## src/rtl/fetch_unit_if.sv

```systemverilog
// -----------------------------------------------------------------------------
// fetch_unit_if
//   Bundles the fetch stage's three handshake groups so that the fetch unit and
//   its environment connect through a single port.
//   Instruction-memory read port : imem_req/imem_addr (out), imem_ready,
//                                  imem_rvalid, imem_rdata (in)
//   Decoder instruction port     : instr_valid/instr/instr_pc (out), instr_ready (in)
//   Branch redirect              : redirect, redirect_pc (in)
//   Directions above are as seen by the fetch unit (master modport); the slave
//   modport is the memory/decoder/branch side.
// -----------------------------------------------------------------------------
interface fetch_unit_if #(
    parameter int unsigned ADDR_W  = 16,
    parameter int unsigned INSTR_W = 16
);
    logic               imem_req;
    logic [ADDR_W-1:0]  imem_addr;
    logic               imem_ready;
    logic               imem_rvalid;
    logic [INSTR_W-1:0] imem_rdata;

    logic               instr_valid;
    logic [INSTR_W-1:0] instr;
    logic [ADDR_W-1:0]  instr_pc;
    logic               instr_ready;

    logic               redirect;
    logic [ADDR_W-1:0]  redirect_pc;

    modport master (
        output imem_req, imem_addr, instr_valid, instr, instr_pc,
        input  imem_ready, imem_rvalid, imem_rdata, instr_ready, redirect, redirect_pc
    );

    modport slave (
        input  imem_req, imem_addr, instr_valid, instr, instr_pc,
        output imem_ready, imem_rvalid, imem_rdata, instr_ready, redirect, redirect_pc
    );
endinterface

```

## src/rtl/fetch_unit.sv

```systemverilog
// -----------------------------------------------------------------------------
// fetch_unit
//   Instruction fetch stage of the 16-bit CPU. Holds the PC, issues word reads
//   to a variable-latency instruction memory (in-order responses), buffers the
//   returned words in a BUF_DEPTH-entry FIFO and hands them to the decoder with
//   a valid/ready handshake. A branch redirect flushes the FIFO and discards
//   every read still in flight.
// Ports
//   clk     : single clock, rising edge
//   rst_n   : asynchronous active-low reset
//   io_bus  : fetch_unit_if.master (imem read port, decoder port, redirect)
//
//   state    | meaning
//   ---------+-------------------------------------------------------------
//   ST_BOOT  | one idle cycle after reset, no requests, redirect ignored
//   ST_RUN   | normal fetching, requests issued while there is room
//   ST_FLUSH | waiting for discarded reads to drain, no requests
// -----------------------------------------------------------------------------
module fetch_unit #(
    parameter int unsigned       ADDR_W    = 16,
    parameter int unsigned       INSTR_W   = 16,
    parameter int unsigned       BUF_DEPTH = 2,
    parameter logic [ADDR_W-1:0] RESET_PC  = '0
) (
    input  logic         clk,
    input  logic         rst_n,
    fetch_unit_if.master io_bus
);

    localparam int unsigned PTR_W = (BUF_DEPTH > 1) ? $clog2(BUF_DEPTH) : 1;
    localparam int unsigned CNT_W = $clog2(BUF_DEPTH + 1);

    typedef enum logic [1:0] {
        ST_BOOT  = 2'd0,
        ST_RUN   = 2'd1,
        ST_FLUSH = 2'd2
    } state_t;

    state_t             r_state;
    state_t             w_state_nxt;
    logic [ADDR_W-1:0]  r_pc;
    logic [INSTR_W-1:0] r_buf_instr [BUF_DEPTH];
    logic [ADDR_W-1:0]  r_buf_pc    [BUF_DEPTH];
    logic [PTR_W-1:0]   r_rd_ptr;
    logic [PTR_W-1:0]   r_wr_ptr;
    logic [CNT_W-1:0]   r_count;
    logic [CNT_W-1:0]   r_outstanding;
    logic [CNT_W-1:0]   r_drop;

    logic               w_redirect;
    logic               w_pop;
    logic               w_req;
    logic               w_accept;
    logic               w_resp;
    logic               w_push;
    logic               w_discard;
    logic [CNT_W:0]     w_occupancy;
    logic [CNT_W-1:0]   w_outstanding_nxt;
    logic [ADDR_W-1:0]  w_resp_pc;

    function automatic logic [PTR_W-1:0] ptr_inc(input logic [PTR_W-1:0] p);
        return (p == PTR_W'(BUF_DEPTH - 1)) ? '0 : p + PTR_W'(1);
    endfunction

    assign w_redirect = io_bus.redirect && (r_state != ST_BOOT);
    assign w_pop      = (r_count != '0) && io_bus.instr_ready;
    assign w_resp     = io_bus.imem_rvalid;

    // Room check counts the slot freed by a same-cycle pop so that a 1-cycle
    // memory sustains one instruction per cycle with only two entries.
    assign w_occupancy = {1'b0, r_outstanding} + {1'b0, r_count}
                       - {{CNT_W{1'b0}}, w_pop};

    assign w_accept  = w_req && io_bus.imem_ready;
    // A redirect-cycle response belongs to the old stream, so it never pushes.
    assign w_push    = w_resp && (r_drop == '0) && (r_state == ST_RUN) && !w_redirect;
    assign w_discard = w_resp && (r_drop != '0);

    assign w_outstanding_nxt = r_outstanding + CNT_W'(w_accept) - CNT_W'(w_resp);

    // Requests in RUN are consecutive and responses are in order, so the
    // oldest in-flight read is always at pc - outstanding; no tag storage needed.
    assign w_resp_pc = r_pc - ADDR_W'(r_outstanding);

    always_comb begin
        w_state_nxt = r_state;
        w_req       = 1'b0;
        unique case (r_state)
            ST_BOOT: begin
                w_state_nxt = ST_RUN;
            end
            ST_RUN, ST_FLUSH: begin
                if (r_state == ST_RUN && !w_redirect) begin
                    w_req = (w_occupancy < (CNT_W + 1)'(BUF_DEPTH));
                end
                if (w_redirect) begin
                    w_state_nxt = (r_outstanding != '0) ? ST_FLUSH : ST_RUN;
                end else if (r_state == ST_FLUSH && r_outstanding == '0) begin
                    w_state_nxt = ST_RUN;
                end
            end
            default: begin
                w_state_nxt = ST_BOOT;
            end
        endcase
    end

    always_ff @(posedge clk or negedge rst_n) begin
        if (!rst_n) begin
            r_state       <= ST_BOOT;
            r_pc          <= RESET_PC;
            r_outstanding <= '0;
            r_drop        <= '0;
        end else begin
            r_state       <= w_state_nxt;
            r_outstanding <= w_outstanding_nxt;
            if (w_redirect) begin
                r_pc   <= io_bus.redirect_pc;
                r_drop <= w_outstanding_nxt;
            end else begin
                if (w_accept) begin
                    r_pc <= r_pc + ADDR_W'(1);
                end
                if (w_discard) begin
                    r_drop <= r_drop - CNT_W'(1);
                end
            end
        end
    end

    always_ff @(posedge clk or negedge rst_n) begin
        if (!rst_n) begin
            r_rd_ptr <= '0;
            r_wr_ptr <= '0;
            r_count  <= '0;
            for (int i = 0; i < int'(BUF_DEPTH); i++) begin
                r_buf_instr[i] <= '0;
                r_buf_pc[i]    <= '0;
            end
        end else if (w_redirect) begin
            r_rd_ptr <= '0;
            r_wr_ptr <= '0;
            r_count  <= '0;
        end else begin
            if (w_push) begin
                r_buf_instr[r_wr_ptr] <= io_bus.imem_rdata;
                r_buf_pc[r_wr_ptr]    <= w_resp_pc;
                r_wr_ptr              <= ptr_inc(r_wr_ptr);
            end
            if (w_pop) begin
                r_rd_ptr <= ptr_inc(r_rd_ptr);
            end
            r_count <= r_count + CNT_W'(w_push) - CNT_W'(w_pop);
        end
    end

    assign io_bus.imem_req    = w_req;
    assign io_bus.imem_addr   = r_pc;
    assign io_bus.instr_valid = (r_count != '0);
    assign io_bus.instr       = r_buf_instr[r_rd_ptr];
    assign io_bus.instr_pc    = r_buf_pc[r_rd_ptr];

endmodule

```

## src/flat_wrapper.sv

```systemverilog
// flat-port wrapper written by rule: the top's interface ports become plain ports
module fetch_unit_flat 
#(
    parameter int unsigned       ADDR_W    = 16,
    parameter int unsigned       INSTR_W   = 16,
    parameter int unsigned       BUF_DEPTH = 2,
    parameter logic [ADDR_W-1:0] RESET_PC  = '0
)
  (clk, rst_n, io_bus_imem_req, io_bus_imem_addr, io_bus_instr_valid, io_bus_instr, io_bus_instr_pc, io_bus_imem_ready, io_bus_imem_rvalid, io_bus_imem_rdata, io_bus_instr_ready, io_bus_redirect, io_bus_redirect_pc);
  fetch_unit_if #(.ADDR_W(ADDR_W), .INSTR_W(INSTR_W)) io_bus_i ();
  input  logic clk;
  input  logic rst_n;
  output wire logic [$bits(io_bus_i.imem_req)-1:0] io_bus_imem_req;
  output wire logic [$bits(io_bus_i.imem_addr)-1:0] io_bus_imem_addr;
  output wire logic [$bits(io_bus_i.instr_valid)-1:0] io_bus_instr_valid;
  output wire logic [$bits(io_bus_i.instr)-1:0] io_bus_instr;
  output wire logic [$bits(io_bus_i.instr_pc)-1:0] io_bus_instr_pc;
  input wire logic [$bits(io_bus_i.imem_ready)-1:0] io_bus_imem_ready;
  input wire logic [$bits(io_bus_i.imem_rvalid)-1:0] io_bus_imem_rvalid;
  input wire logic [$bits(io_bus_i.imem_rdata)-1:0] io_bus_imem_rdata;
  input wire logic [$bits(io_bus_i.instr_ready)-1:0] io_bus_instr_ready;
  input wire logic [$bits(io_bus_i.redirect)-1:0] io_bus_redirect;
  input wire logic [$bits(io_bus_i.redirect_pc)-1:0] io_bus_redirect_pc;
  assign io_bus_imem_req = io_bus_i.imem_req;
  assign io_bus_imem_addr = io_bus_i.imem_addr;
  assign io_bus_instr_valid = io_bus_i.instr_valid;
  assign io_bus_instr = io_bus_i.instr;
  assign io_bus_instr_pc = io_bus_i.instr_pc;
  assign io_bus_i.imem_ready = io_bus_imem_ready;
  assign io_bus_i.imem_rvalid = io_bus_imem_rvalid;
  assign io_bus_i.imem_rdata = io_bus_imem_rdata;
  assign io_bus_i.instr_ready = io_bus_instr_ready;
  assign io_bus_i.redirect = io_bus_redirect;
  assign io_bus_i.redirect_pc = io_bus_redirect_pc;
  fetch_unit #(.ADDR_W(ADDR_W), .INSTR_W(INSTR_W), .BUF_DEPTH(BUF_DEPTH), .RESET_PC(RESET_PC)) u_core (.clk(clk), .rst_n(rst_n), .io_bus(io_bus_i));
endmodule
```

## config.mk

```make
export PLATFORM = sky130hd
export DESIGN_NAME = fetch_unit_flat
export DESIGN_NICKNAME = d
export VERILOG_FILES = /design/src/rtl/fetch_unit_if.sv /design/src/rtl/fetch_unit.sv /design/src/flat_wrapper.sv
export SDC_FILE = /design/constraint.sdc
export NUM_CORES = 1
export LEC_CHECK = 0
export ABC_CLOCK_PERIOD_IN_PS = 4800
export BUFFER_PORTS_ARGS = -buffer_cell sky130_fd_sc_hd__buf_2
export CELL_PAD_IN_SITES_DETAIL_PLACEMENT = 1
export CELL_PAD_IN_SITES_GLOBAL_PLACEMENT = 1
export CORE_UTILIZATION = 45
export DETAILED_ROUTE_END_ITERATION = 12
export PLACE_DENSITY_LB_ADDON = 0.15
export SLEW_MARGIN = 20
export SYNTH_ARGS = -nofsm -noshare
export SYNTH_HDL_FRONTEND = slang
export SYNTH_SLANG_ARGS = --single-unit
```

## constraint.sdc

```tcl
create_clock -name clk -period 4.8 [get_ports clk]
set_input_delay 0.96 -clock clk [delete_from_list [all_inputs] [get_ports clk]]
set_output_delay 0.96 -clock clk [all_outputs]
set_load 0.05 [all_outputs]
```

After elaboration in Yosys (flattened, before gate mapping) --
Index checks and enable logic that the tools add are counted.
Cells by class: $add $sub $neg 11, $mul 0, divide/modulo/power cells 0, order comparisons 4, equal/unequal tests 3, shift-type cells 0, multiplexer cells 27, bitwise operators 3, reductions and logical operators 24
Operators by type and width (count):
- two-way mux 16 bit | 9
- bitwise mux 32 bit | 2
- adder 16 x 1 -> 16 bit (second input constant) | 1
- demux 16 bit (select 1 bit) | 1
- nonzero test 2 bit | 8
- subtractor 16 x 2 -> 16 bit | 1
- two-way mux 2 bit | 6
- logical AND 1 bit | 10
- two-way mux 1 bit | 8
- zero test 2 bit | 3
- adder 2 x 1 -> 2 bit | 2
- >= comparator 2 bit (second input constant) | 2
- NOT 1 -> 2 bit | 2
- one-hot mux 2 bit (2 select lines) | 1
- subtractor 2 x 1 -> 2 bit | 2
- adder 2 x 2 -> 3 bit | 1
- less-than comparator 3 x 2 -> 1 bit (second input constant) | 1
- inequality test 3 x 1 -> 1 bit (second input constant) | 1
- subtractor 3 x 1 -> 3 bit | 1
- adder 1 bit (second input constant) | 2
- == test 2 x 1 -> 1 bit (second input constant) | 1
- == test 2 bit (second input constant) | 1
- less-than comparator 2 x 1 -> 1 bit (second input constant) | 1
- AND reduction 2 bit | 1
- other kinds (4) | 4
Word-level totals: bits in registers 90, bits in latches 0, bits in writable memories 0, memory bits (read-only) 0, bits of input ports 38, output and inout bits 50, word-level logic and storage cells 83, memories 0

Depth between registers and ports, before layout --
Gate-level depths: netlist of run 1.
depth after elaboration 10, depth in mapped cells 14, gate-level depth less buffers 14

Worst setup path after synthesis of run 1 --
No wires, ideal clock.
path kind in2out, start in io_bus_instr_ready, end out io_bus_imem_req, arrival time 2.734 ns, data required time 3.840 ns, slack 1.106 ns, stages 9, buffers on the path 1, path through and2_1 > ha_1 > inv_1 > nand2_1 > fa_1 > and2_1 > nand4_1 > clkbuf_1 > inv_1
Between the ends: word-level cells in the longest chain between the ends 5
Ends and longest elaborated chain:
- from (decl) | RTL line flat_wrapper.sv:21 | input wire logic [$bits(io_bus_i.instr_ready)-1:0] io_bus_instr_ready;
- logical AND 1 bit | RTL line fetch_unit.sv:66 | assign w_pop = (r_count != '0) && io_bus.instr_ready;
- subtractor 3 x 1 -> 3 bit | RTL line fetch_unit.sv:72 | - {{CNT_W{1'b0}}, w_pop};
- less-than comparator 3 x 2 -> 1 bit | RTL line fetch_unit.sv:94 | w_req = (w_occupancy < (CNT_W + 1)'(BUF_DEPTH));
- two-way mux 1 bit | RTL line fetch_unit.sv:93 | if (r_state == ST_RUN && !w_redirect) begin
- two-way mux 1 bit | RTL line fetch_unit.sv:88 | unique case (r_state)
- to (decl) | RTL line flat_wrapper.sv:13 | output wire logic [$bits(io_bus_i.imem_req)-1:0] io_bus_imem_req;
No other way between the ends.

Worst setup path after layout of run 1 --
start reg u_core.r_count[0], end out io_bus_imem_req
Between the ends: word-level cells in the longest chain between the ends 6, elaborated cells between the ends (all ways) 7, those cells by class add/sub (2); order compare (1); mux (2); reduce/logical (2)
Ends and longest elaborated chain:
- from (decl) | RTL line fetch_unit.sv:46 | logic [CNT_W-1:0] r_count;
- from (signal assigned) | RTL line fetch_unit.sv:153 | r_count <= r_count + CNT_W'(w_push) - CNT_W'(w_pop);
- branches (longest 2 deep; another with adder 2 x 2 -> 3 bit)
- subtractor 3 x 1 -> 3 bit * | RTL line fetch_unit.sv:72
- less-than comparator 3 x 2 -> 1 bit * | RTL line fetch_unit.sv:94
- two-way mux 1 bit * | RTL line fetch_unit.sv:93
- two-way mux 1 bit * | RTL line fetch_unit.sv:88
Mark *: on every way between the ends.

==> results by group, run 1 <==
Hold path
  • Min-delay src: u_core.r_buf_instr[11]
  • HP Class: flop to flop
  • Sink of the worst hold path: u_core.r_buf_instr[11]
  • WHS Path Cells: 2

Placed design
  • DP HPWL: 8190 um
  • Port bufs: 87
  • Global placer's final weighted congestion: 0.784
  • Cell Area, Placed: 5220 um^2
  • Dpl cells: around 700

Timing
  • Final number of setup-violating endpoints: 0
  • Slew of the pin with the lowest slew margin: 0.895 ns
  • Setup Total Neg Slack: 0 ns
  • RSZ-0062 raised after global routing: no
  • Fin. max-slew vios: 0
  • Slew headroom: about two fifths
  • Final Critical Period: about 3.9 ns
  • Final hold violations: 0
  • Clock skew: 0.00921 ns
  • Fmax: 255 MHz
  • Final worst path period share: 81.6%

Worst setup path
  • Critical path arrival: 2.96 ns
  • Buf+Inv Stages, Crit Path: 4
  • Req. time, crit path: 3.84 ns
  • Worst R2R Start: u_core.r_count[0]
  • Endpoint type of the worst setup path: output port
  • Critical path's slowest cell: fa_1
  • FF-to-FF End: u_core.r_drop[1]
  • Delay of the slowest critical-path stage: 0.50 ns
  • Max Fanout on Critical Path: 13
  • Crit Path Category: flop to output port
  • Top delay family on crit path: simple AND/OR/NAND/NOR gates
  • Flop-to-flop setup slack: 1.27 ns
  • Startpoint types: flop
  • Reg2reg path depth: 14
  • Crit-path cells: or2_2 > and2_1 > ha_1 > inv_1 > nand2_1 > fa_1 > and2_1 > nand4_1 > buf_4 > inv_1 > buf_2

Route
  • Mean number of vias per cell: approximately 5.4
  • First DRT Iteration DRCs: 69
  • Routed Antenna Nets: 0
  • DRT Pass-1 Iters: 4
  • Routed wire length: ~12,000 um
  • # DRC: 0
  • Via count: approximately 3,900
  • WL/cell: 16.5 um

Outcome
  • Outcome: finished, final reports clean

GRT
  • Global-route wire length before repair: 20,200 um
  • Largest net degree at the start of global routing: 54
  • Initial antenna violation count: 0
  • Vias in the first global route: just over 4,000
  • GRT Overall Usage: 23.3%
  • GRT overflow: 0

Final layout
  • Area delta synth->final: 15.1%
  • Fin area: 5400 um^2
  • Antenna fix cells: 0
  • Share of layout cells above drive strength 1: approximately a quarter
  • Final net count: 635
  • Most common cell after layout, fill and taps aside: nand2_1
  • Filler cells: 1,210
  • Most frequent cells in the layout: 137 x nand2_1, 90 x dfrtp_1, 86 x buf_2, 36 x o21ai_0, 33 x mux2_2
  • Non-Filler Instances: 720

CTS
  • Clock buffer depth: 2
  • Sink Count: 90
  • H-tree levels: 3
  • CTS resizes: 0
  • CTS tree: built
  • CTS Buf Count: 9
  • Clock Latency Late Sink: approximately 0.36 ns
  • CTS root buffer: clkbuf_8
  • Post-CTS Hold Buffers: 0
  • Clock Pin Slew Worst Setup and Hold Paths: 0.09 ns
  • Post-CTS setup repair buffer count: 0

Synthesis
  • Adder-cell share of the synthesized area: 4.32%
  • Flop and latch count out of synthesis: 90
  • Top cells by area, synth: dfrtp_1 48%, nand2_1 11%, mux2_2 7.9%
  • Syn_nets: 563
  • Share of the synthesized area in the top cell type: 48.0%
  • Sequential share of the synthesized area: 48.0%
  • Synthesis Warnings: 0
  • Synth area leader: dfrtp_1
  • Post-Syn Area: about 4700 um^2
  • Mux contribution to synthesized area: 7.92%
  • Syn Inst Count: 510
  • Area share of and/or/nand/nor cells after synthesis: 23.0%
  • Synth Area in Compound Gates: 8.77%
  • Synthesized area per cell: 9.20 um^2
  • Netlist cell types: 42
  • Largest family of logic cells by synthesized area: simple AND/OR/NAND/NOR gates
  • Post-Synth XOR/XNOR Area: 3.73%

Floorplan
  • Die Width: roughly 100 um
  • Core Box Area: roughly 10000 um^2
  • Num rows: 36
  • Initial Util: roughly 47%
  • Die Y-Extent: 104 um
  • Die area: between 10,000 and 15,000 um^2
  • I/O pin total: between 80 and 90

Power and ir drop
  • Power per standard cell area: roughly 800 nW/um^2
  • Static leakage: approximately 2.7 nW
  • Maximum VDD drop: 0.000375 V
  • Total Power: 0.00434 W

Job
  • Max Cap Viol: 0
==> synthesized netlist by cell type <==
master and instances:
a21oi_1 2, or4b_4 1, nor4_1 3, nor3b_1 2, nand4_1 8, a211o_1 1
nand2_1 137, a211oi_1 1, ha_1 13, nor2_1 30, a31oi_1 19, and4_2 1
nor2b_1 1, or3_2 2, fa_1 2, nand3_1 7, and2_1 4, inv_1 15
o31ai_1 9, mux2_2 33, and4_1 1, nand2b_1 3, xnor2_1 16, nand3b_1 1
a311oi_1 1, clkinv_1 1, nor3_1 4, and2_2 1, or4_1 8, buf_6 1
or4_4 2, nand4b_4 1, and3_1 6, dfrtp_1 90, xor2_1 4, or3_1 5
buf_2 5, clkbuf_1 28, a221o_1 1, or2_2 3, and3_2 1, o21ai_0 36
==> per-layer routing <==
layer	routed length (um)	share of wire [%]	track usage [%]	up-vias
met5	0	0	0	-
met4	152	1.3	7.35	0
met3	327	2.8	3.32	12
met2	5980	50	40.6	72
met1	5400	46	29.8	1965
li1	-	-	-	1870
==> metrics by stage <==
step / util, % / hold WS (ns) / worst slack, ns
finish: 54.3 / 0.478 / 0.883
global placement: 52.5 / 0.452 / 1.01
detailed placement: 52.5 / 0.460 / 0.930
floorplan: - / 0.440 / 1.11
CTS: 54.3 / 0.482 / 0.861
global route: 54.3 / 0.508 / 0.750
==> power by group <==
part           internal, W  switching, W  total (W)  leakage [nW]
sequential         0.00111      0.000343    0.00145          1.13
combinational     0.000743       0.00165    0.00239          1.44
clock             0.000216      0.000278   0.000495        0.0924
==> how the worst max path moves through the flow <==
| stage | startpoint | depth (start not counted) | slack, ns | endpoint |
|---|---|---|---|---|
| global route | u_core.r_count[0] | 11 | 0.75 | io_bus_imem_req |
| detailed placement | io_bus_instr_ready | 11 | 0.93 | io_bus_imem_req |
| floorplan | io_bus_instr_ready | 9 | 1.11 | io_bus_imem_req |
| finish | u_core.r_count[0] | 11 | 0.88 | io_bus_imem_req |
| CTS | u_core.r_count[0] | 11 | 0.86 | io_bus_imem_req |
| global placement | io_bus_instr_ready | 11 | 1.01 | io_bus_imem_req |
==> tightest hold or removal path: cells and delay by family, from the launching register on <==
family | cells | cell delay [ns]
and+or+nand+nor | 2 | 0.10
DFF | 1 | 0.35
==> layout make-up <==
type                            instances  area (um^2)  area share, %
Clock buffer                           12          155           2.87
Multi-Input combinational cell        370         2250           41.6
Sequential cell                        90         2250           41.7
Tap cell                              133          166           3.08
Clock inverter                          4         26.3          0.486
Timing Repair Buffer                   95          498           9.22
Inverter                               16         60.1           1.11
==> kinds of logic after synthesis <==
group | Yosys count
fa+ha+maj | 15
compound gates | 70
mux | 33
buf+inv | 50
flops | 90
xor+xnor | 20
simple gates | 232
==> sequential cells by signal (all words and copies together), names as in the netlist <==
register,count
u_core.r_drop,2
u_core.r_buf_instr,32
u_core.r_buf_pc,32
u_core.r_state,2
u_core.r_outstanding,2
u_core.r_wr_ptr,1
u_core.io_bus.imem_addr,16
u_core.r_count,2
u_core.r_rd_ptr,1
Power figures use the tool's default switching activity.
==> run 2: changes to the inputs <==
- ABC_AREA: default -> 1
- ABC_CLOCK_PERIOD_IN_PS: 4800 -> 3600
- CORE_UTILIZATION: 45 -> 37
- clock period: 4.8 -> 3.6 ns (I/O delays scaled with it)
==> run 2 against run 1 <==
Net effect: total power is 41% higher; sequential share of layout area is 4.2 points lower; worst hold slack worse by 0.13 ns; core utilization is 11 points lower; register-to-register slack worse by 0.35 ns; global-route usage is 2.9 points lower; critical path depth is 2 higher; area after synthesis is 11% higher; clock power is 80% higher.
==> results by group, run 2 <==
Timing
  • Final worst path period share: 92.2%
  • Fmax: 301 MHz
  • Slew of the pin with the lowest slew margin: 0.545 ns (-0.350 ns)
  • Final Critical Period: approximately 3.3 ns
  • Clock skew: 0.00874 ns (-0.000463 ns)
  • Slew headroom: 63.7% (+23 points)
  • Fin. max-slew vios: 0 (unchanged)
  • Setup Total Neg Slack: 0 ns (unchanged)
  • RSZ-0062 raised after global routing: no
  • Final hold violations: 0 (unchanged)
  • Final number of setup-violating endpoints: 0 (unchanged)
  • Min Hold Slack: 0.351 ns (-0.126 ns)

Synthesis
  • Synthesized area per cell: 7.42 um^2 (-19%)
  • Netlist cell types: 34 (-19%)
  • Post-synth top flop: dfrtp_1
  • Syn Inst Count: 703 (+38%)
  • EDFF count, synth: 0 (unchanged)
  • Share of the synthesized area in the top cell type: 43.2% (-4.8 points)
  • Top-count cell post-synth: nand2_1
  • Top cells by area, synth: dfrtp_1 43%, nand2_1 19%, inv_1 5.2%
  • Syn_nets: 756 (+34%)
  • Post-Syn Area: 5210 um^2 (+11%)
  • Synthesis Warnings: 0 (unchanged)
  • Commonest cells in the netlist: 270 x nand2_1, 90 x dfrtp_1, 72 x inv_1, 50 x o21ai_0, 48 x nor2_1
  • Post-synth ARST share: 100% (unchanged)
  • Sequential share of the synthesized area: 43.2% (-4.8 points)
  • Synth area leader: dfrtp_1
  • Flop and latch count out of synthesis: 90 (unchanged)

CTS
  • Clock Pin Slew Worst Setup and Hold Paths: 0.07 ns (-0.02 ns)
  • Clock buffer depth: 2 (unchanged)
  • Post-CTS Hold Buffers: 0 (unchanged)
  • CTS root buffer: clkbuf_16
  • Post-CTS setup repair buffer count: 0 (unchanged)
  • Clock Latency Late Sink: 0.35 ns (about the same)
  • CTS resizes: 0 (unchanged)
  • CTS Buf Count: 9 (unchanged)
  • H-tree levels: 3 (unchanged)
  • Sink Count: 90 (unchanged)
  • CTS tree: built

Floorplan
  • Die Width: 121 um (+16%)
  • Die Y-Extent: 121 um (+16%)
  • Initial Util: 37.7% (-9.5 points)
  • Num rows: 43 (+19%)
  • I/O pin total: 88 (unchanged)
  • Die area: 14,600 um^2 (+34%)
  • Core Box Area: 13,800 um^2 (+39%)

Power and ir drop
  • Maximum VDD drop: 0.000558 V (+49%)
  • Reg power frac: 28.8% (-4.7 points)
  • Clock network power share: 14.6% (+3.2 points)
  • Power per standard cell area: 1020 nW/um^2 (+27%)
  • Combinational Power Share: 56.6% (+1.5 points)
  • Static leakage: 3.17 nW (+19%)
  • Sw Pwr: 0.00333 W (+47%)
  • Pint: 0.00279 W (+35%)
  • Switch share: 54.4% (+2.1 points)

GRT
  • Met3 usage: 2.50% (-0.82 points)
  • Largest net degree at the start of global routing: 53 (-1.9%)
  • GRT overflow: 0 (unchanged)
  • Grt met1 use: 28.0% (-1.8 points)
  • Initial antenna violation count: 0 (unchanged)
  • Global-route wire length before repair: 23,300 um (+15%)
  • Top Usage Layer GRT: met2
  • Met2 usage in global routing: 33.1% (-7.5 points)
  • GRT Overall Usage: 20.4% (-2.9 points)
  • Vias in the first global route: 4,691 (+14%)

Worst setup path
  • Launch point of the critical path: u_core.r_count[1]
  • Crit Path Category: flop to output port
  • Req. time, crit path: 2.88 ns (-0.96 ns)
  • Worst R2R Start: u_core.r_count[1]
  • Startpoint types: flop
  • Critical path arrival: 2.60 ns (-0.36 ns)
  • Endpoint type of the worst setup path: output port
  • Max Fanout on Critical Path: 3 (-10)

Route
  • # DRC: 0 (unchanged)
  • DRT Pass-1 Iters: 4 (unchanged)
  • Routed Antenna Nets: 0 (unchanged)
  • Routed wire length: 14,100 um (+19%)
  • First DRT Iteration DRCs: 233 (+240%)
  • Via count: 4,676 (+19%)
  • WL/cell: 14.6 um (-11%)
  • Mean number of vias per cell: 4.86 (-11%)

Final layout
  • Most common cell after layout, fill and taps aside: nand2_1
  • Share of layout cells above drive strength 1: 20.6% (-6.0 points)
  • Most frequent cells in the layout: 270 x nand2_1, 90 x dfrtp_1, 85 x buf_2, 72 x inv_1, 50 x o21ai_0
  • Final net count: 830 (+31%)
  • Area delta synth->final: 15.2% (about the same)
  • Antenna fix cells: 0 (unchanged)
  • Fin util: 43.4% (-11 points)

Placed design
  • Port bufs: 87 (unchanged)
  • DP HPWL: 10,200 um (+25%)
  • Global placer's final weighted congestion: 0.810 (+3.3%)

Outcome
  • Outcome: finished, final reports clean

Hold path
  • HP Class: primary input to asynchronous set/reset pin

Job
  • Max Cap Viol: 0 (unchanged)
run 2: cell types whose count changed after synthesis, sizes merged, moves of 9 or more:
| cell | before | now |
|---|---|---|
| a31oi | 19 | 3 |
| buf | 6 | 24 |
| clkbuf | 28 | 7 |
| inv | 15 | 77 |
| mux2 | 33 | 1 |
| nand2 | 137 | 285 |
| nand3 | 7 | 37 |
| nor2 | 30 | 59 |
| o21ai | 36 | 72 |
| o31ai | 9 | 0 |
| or4 | 10 | 0 |
| xnor2 | 16 | 2 |
run 2: power by group through the flow:
stage          registers [W]  clock network (W)  logic, W
2_1_floorplan        0.00191                  0   0.00253
3_3_place_gp         0.00176                  0   0.00340
3_5_place_dp         0.00179                  0   0.00350
4_1_cts              0.00177           0.000913   0.00351
5_1_grt              0.00182           0.000945   0.00383
6_report             0.00176           0.000891   0.00347
run 2: worst paths after layout:
kind                                                    to  cells past startpoint  slack [ns]
worst max-delay path                       io_bus_imem_req                     13        0.28
worst min-delay path                u_core.r_buf_instr[25]                      1        0.35
worst max register to register  u_core.io_bus.imem_addr[7]                     15        0.92
worst min register to register      u_core.r_buf_instr[25]                      2        0.48
max in group asynchronous              u_core.r_buf_pc[14]                      2        2.56
min in group clk                    u_core.r_buf_instr[25]                      2        0.48
run 2: final cells by class:
cell class	instances	area [um^2]
timing repair buffer	94	505
inverter	77	289
clock buffer	10	229
clock inverter	6	41.3
fill	1789	7820
sequential	90	2250
tap	180	225
multi-input combinational	505	2460
run 2: per-stage QoR:
step                      cells  setup slack, ns  area (um^2)  total power, W
after floorplan             703            0.119         5210         0.00444
final                       962            0.281         6010         0.00612
after detailed placement    946            0.327         5730         0.00528
after CTS                   962            0.214         6000         0.00619
after global routing        962          0.00274         6010         0.00659
after global placement      946            0.350         5730         0.00516
run 2: cells by family (layout without fill, tap and decap cells):
| kind of cell | count (synthesis) | count (layout) | share of synthesized area (%) |
|---|---|---|---|
| XOR/XNOR | 12 | 12 | 2.02 |
| buffers and inverters | 108 | 187 | 9.53 |
| flip-flops | 90 | 90 | 43.2 |
| AND/OR/NAND/NOR | 394 | 394 | 32.2 |
| adder cells (fa/ha/maj) | 15 | 15 | 3.89 |
| AO/OA/AOI/OAI | 83 | 83 | 8.98 |
| multiplexers | 1 | 1 | 0.216 |
run 2: critical path, stage by stage (launching register included):
cell and delay [ns]:
dfrtp_1 0.40, inv_1 0.09, nand2_1 0.07, nand2_1 0.09
inv_1 0.05, ha_1 0.26, inv_1 0.08, nand2_1 0.06
fa_1 0.48, nand2_1 0.06, nor2_2 0.15, inv_1 0.06
nor2_1 0.15, clkbuf_4 0.26
run 2: per-layer routing:
metal / routed length, um / part of all wire [%]
met3: 403 / 2.9
met1: 6890 / 49
met2: 6560 / 47
met4: 223 / 1.6
met5: 0 / 0
